`config.mk`:
```
export PLATFORM = sky130hd
export DESIGN_NAME = johnson_updown_counter_param
export DESIGN_NICKNAME = d
export VERILOG_FILES = /design/src/rtl/johnson_updown_counter_param.sv
export SDC_FILE = /design/constraint.sdc
export NUM_CORES = 1
export LEC_CHECK = 0
export ABC_AREA = 1
export BUFFER_PORTS_ARGS = -buffer_cell sky130_fd_sc_hd__buf_2
export CORE_MARGIN = 2
export CORE_UTILIZATION = 47
export CTS_CLUSTER_SIZE = 24
export DETAILED_ROUTE_END_ITERATION = 16
export PLACE_DENSITY = 0.86
export SKIP_CTS_REPAIR_TIMING = 1
export SLEW_MARGIN = 5
export SYNTH_ARGS = -nofsm -noshare
export SYNTH_HDL_FRONTEND = slang
export SYNTH_SLANG_ARGS = --single-unit
```
`constraint.sdc`:
```
create_clock -name clk -period 1.9 [get_ports clk]
set_clock_uncertainty 0.15 [all_clocks]
set_input_delay 0.38 -clock clk [delete_from_list [all_inputs] [get_ports clk]]
set_output_delay 0.38 -clock clk [all_outputs]
set_load 0.02 [all_outputs]
```
`src/rtl/johnson_updown_counter_param.sv`:
```
// Parametrised Johnson (twisted-ring) up/down counter with registered phase index,
// wrap pulse, synchronous phase load and self-correction of illegal codes.
module johnson_updown_counter_param #(
  parameter int WIDTH       = 4,
  parameter int RESET_PHASE = 0,
  localparam int PW         = $clog2(2 * WIDTH)
) (
  input  logic             clk,
  input  logic             rst,
  input  logic             enable,
  input  logic             up_down,
  input  logic             load,
  input  logic [PW-1:0]    load_phase,
  output logic [WIDTH-1:0] count,
  output logic [PW-1:0]    phase,
  output logic             wrap,
  output logic             load_err,
  output logic             state_err
);

  localparam int            NPH        = 2 * WIDTH;
  localparam logic [PW-1:0] LAST_PHASE = PW'(NPH - 1);
  localparam logic [PW-1:0] RST_PHASE  = PW'(RESET_PHASE);
  localparam logic [PW-1:0] ONE_PHASE  = PW'(1);

  // Phase k: low k bits set up to WIDTH, then low (k-WIDTH) bits cleared.
  function automatic logic [WIDTH-1:0] code_of(input logic [PW-1:0] k);
    logic [WIDTH-1:0] c;
    int kk;
    kk = 0;
    kk[PW-1:0] = k;
    for (int i = 0; i < WIDTH; i++) begin
      c[i] = (kk <= WIDTH) ? (i < kk) : (i >= kk - WIDTH);
    end
    return c;
  endfunction

  function automatic logic in_range(input logic [PW-1:0] k);
    int kk;
    kk = 0;
    kk[PW-1:0] = k;
    return kk < NPH;
  endfunction

  logic             illegal;
  logic             load_ok;
  logic [WIDTH-1:0] load_code;
  logic [WIDTH-1:0] up_code;
  logic [WIDTH-1:0] down_code;
  logic [PW-1:0]    up_phase;
  logic [PW-1:0]    down_phase;

  // A state is legal only if phase is in range and count is exactly its code,
  // which also rules out every non-Johnson pattern of count.
  always_comb begin
    illegal    = !in_range(phase) || (count != code_of(phase));
    load_ok    = in_range(load_phase);
    load_code  = code_of(load_phase);
    up_code    = {count[WIDTH-2:0], ~count[WIDTH-1]};
    down_code  = {~count[0], count[WIDTH-1:1]};
    up_phase   = (phase == LAST_PHASE) ? '0 : phase + ONE_PHASE;
    down_phase = (phase == '0) ? LAST_PHASE : phase - ONE_PHASE;
  end

  always_ff @(posedge clk) begin
    if (rst) begin
      count     <= code_of(RST_PHASE);
      phase     <= RST_PHASE;
      wrap      <= 1'b0;
      load_err  <= 1'b0;
      state_err <= 1'b0;
    end else begin
      wrap      <= 1'b0;
      load_err  <= 1'b0;
      state_err <= 1'b0;
      if (illegal) begin
        count     <= '0;
        phase     <= '0;
        state_err <= 1'b1;
      end else if (load) begin
        if (load_ok) begin
          count <= load_code;
          phase <= load_phase;
        end else begin
          load_err <= 1'b1;
        end
      end else if (enable) begin
        if (up_down) begin
          count <= up_code;
          phase <= up_phase;
          wrap  <= (phase == LAST_PHASE);
        end else begin
          count <= down_code;
          phase <= down_phase;
          wrap  <= (phase == '0);
        end
      end
    end
  end

endmodule

```
==> impl_metrics.csv <==
group,metric,value,unit
run,maxCapViolations,0,
routing,vias,821,
setup_path,critPathKind,"reg2reg",
routing,wirelength,1860,microns
pwr,power_leakage,0.493,nW
floorplanning,die_h,44.9,microns
routing,wl_per_cell,11.9,microns
setup_path,crit_fanout,8,
clock_tree,tritoncts,"done",
yosys,yosys_warnings,0,
place,io_buffers,16,
yosys,ys_dominant_reg_cell,"dfxtp_1",
routing,drc,0,
yosys,yosysMostFrequentCell,"nand2_1",
floorplanning,row_count,14,
sta,grt_setup_unrepaired,"false",
yosys,syn-num-nets,139,
routing,via_per_inst,5.23,
yosys,synth_edf_count,0,
final_layout,final_cell_area,951,sq um
min_path,hold_depth,2,
grt,grt_pass1_wl,2970,microns
clock_tree,clk_pin_slew,0.06,ns
clock_tree,numCtsBuffers,3,
yosys,yosysSeqAreaShare,0.230,
yosys,ys_seq_elements,9,
place,post_dp_cell_area,897,sq um
place,finalWeightedCongestion,0.871,
sta,setup_viol,0,
setup_path,r2r_start,"phase[0]",
clock_tree,cts.path.max_buffers,2,
floorplanning,start_util,0.509,
min_path,hold_end,"state_err",
place,dp_hpwl,1430,microns
clock_tree,cts_root_buf,"clkbuf_4",
clock_tree,h-tree-depth,1,
clock_tree,clock_latency,0.26,ns
final_layout,drive_gt1_frac,0.270,
yosys,ys_top_cells_by_area,"dfxtp_1, ha_1, nand2_1",
setup_path,worstSetupEndpointType,"register",
sta,drv_slew,0,
final_layout,seq_area,185,sq um
pwr,p_per_area,1680,nW/um^2
yosys,postSynth.asyncResetShare,0,
setup_path,start_kind,"register",
yosys,synth_top_area_cell,"dfxtp_1",
run_status,outcome,"completed",
setup_path,worstPathArrival,1.85,ns
setup_path,worstRegToRegCells,13,
setup_path,crit_required,1.95,ns
floorplanning,boundaryPins,18,
grt,grt_overflow,0,
setup_path,r2r_end,"phase[0]",
grt,antenna_found_initial,0,
yosys,yosys-top-cells-count,"nand2_1, inv_1, nor2_1, o21ai_0",
sta,post-route-period-util,0.949,
final_layout,area_delta_synth_final,21.2,%
routing,final_antenna_net_count,0,
final_layout,finalNetCount,161,
routing,drt_first_iter_violations,34,
routing,drt-pass1-iter-count,4,
grt,grt.total_usage,0.195,
final_layout,layout.filler_cells,141,
sta,max_freq,555,MHz
floorplanning,die_w,44.9,microns
min_path,hold_start,"rst",
min_path,min_path_type,"in2reg",
grt,grt_pass1_vias,701,
setup_path,reg2reg_slack,0.1,ns
yosys,yosysTopAreaCellShare,0.230,
yosys,syn_area,785,sq um
yosys,postSynthCellCount,120,
floorplanning,core-area,1540,sq um
final_layout,multi_input_area,538,sq um
grt,grt_max_degree,15,
pwr,total_power,1.59,mW
floorplanning,dieArea,2010,sq um
pwr,ir_worst_vdd,1120,uV
clock_tree,cts.sinks,9,
sta,hold_violations,0,
yosys,synth_cell_type_count,23,
final_layout,antennaDiodeCount,0,
sta,min_period,1.80,ns
sta,final.setup.tns,0,ns
yosys,syn_area_per_cell,6.54,sq um
## cell type report
class	instances	area share
clock buffer	4	0.0276
sequential	9	0.195
multi-input combinational	88	0.566
timing repair buffer	19	0.108
tap	16	0.0211
inverter	21	0.0829
## layer usage
metal  GRT usage  part of all wire  vias up
met5           0                 0        -
met4      0.0529             0.011        0
met3      0.0240             0.067        4
met2       0.307              0.45       41
met1       0.280              0.47      351
li1            -                 -      425
## where the power goes
group | total, mW | leakage, nW | switching, mW | internal, mW
Clock | 0.151 | 0.0150 | 0.0700 | 0.0812
Sequential | 0.372 | 0.0747 | 0.0940 | 0.278
Combinational | 1.07 | 0.404 | 0.681 | 0.390
Total | 1.59 | 0.493 | 0.845 | 0.749
## kinds of logic (layout without fill, tap and decap cells)
logic type	after synthesis	count (layout)	synth area share
and+or+nand+nor	48	48	0.282
AOI/OAI and AO/OA	27	27	0.180
buffers and inverters	23	44	0.116
adders and majority gates	11	11	0.175
DFF	9	9	0.230
other	1	1	0.00478
xor gates and xnor gates	1	1	0.0112
## placed cells by master (no fill, tap or decap)
cell	instances
nand2_1	22
inv_1	18
buf_2	16
o21ai_0	12
a21oi_1	11
ha_1	9
nor2_1	8
nand3_1	7
dfxtp_1	7
nor2_2	5
inv_2	3
clkbuf_4	3
buf_4	3
nand2_2	2
xnor2_1	1
nor2_4	1
o21ai_1	1
nand3_4	1
o22ai_1	1
a31oi_1	1
and3_1	1
nor3_1	1
o221ai_1	1
ha_2	1
ha_4	1
conb_1	1
clkbuf_1	1
dfxtp_4	1
dfxtp_2	1
## critical path, stage by stage, from the launching register on
cell     delay (ns)
dfxtp_4        0.37
inv_1          0.08
ha_2           0.19
inv_2          0.05
ha_4           0.16
nand2_1        0.05
inv_1          0.03
nand2_1        0.08
nand2_1        0.06
nand2_1        0.06
nand2_2        0.06
nor2_4         0.13
nand3_4        0.14
nor2_2         0.13
## state kept, by name, summed over array words and instances, names as in the netlist
name,flops
phase,3
state_err,1
wrap,1
count,4
## metrics by stage
stage	instances	hold slack, ns	utilization	setup slack [ns]
6_report	157	0.130	0.617	0.0972
5_1_grt	157	0.135	0.617	0.0104
2_1_floorplan	120	0.299	-	0.0890
3_3_place_gp	153	0.406	0.582	0.114
3_5_place_dp	153	0.408	0.582	-0.00153
4_1_cts	157	0.133	0.599	-0.0230
## worst max path at each step
stage,cells after the start,endpoint,startpoint
after CTS,12,count[1],phase[0]
final,13,phase[0],phase[0]
after floorplan,12,phase[0],phase[0]
after global placement,12,wrap,phase[0]
after global routing,13,phase[0],phase[0]
after detailed placement,12,phase[0],phase[0]
(Power assumes the default switching activity.)
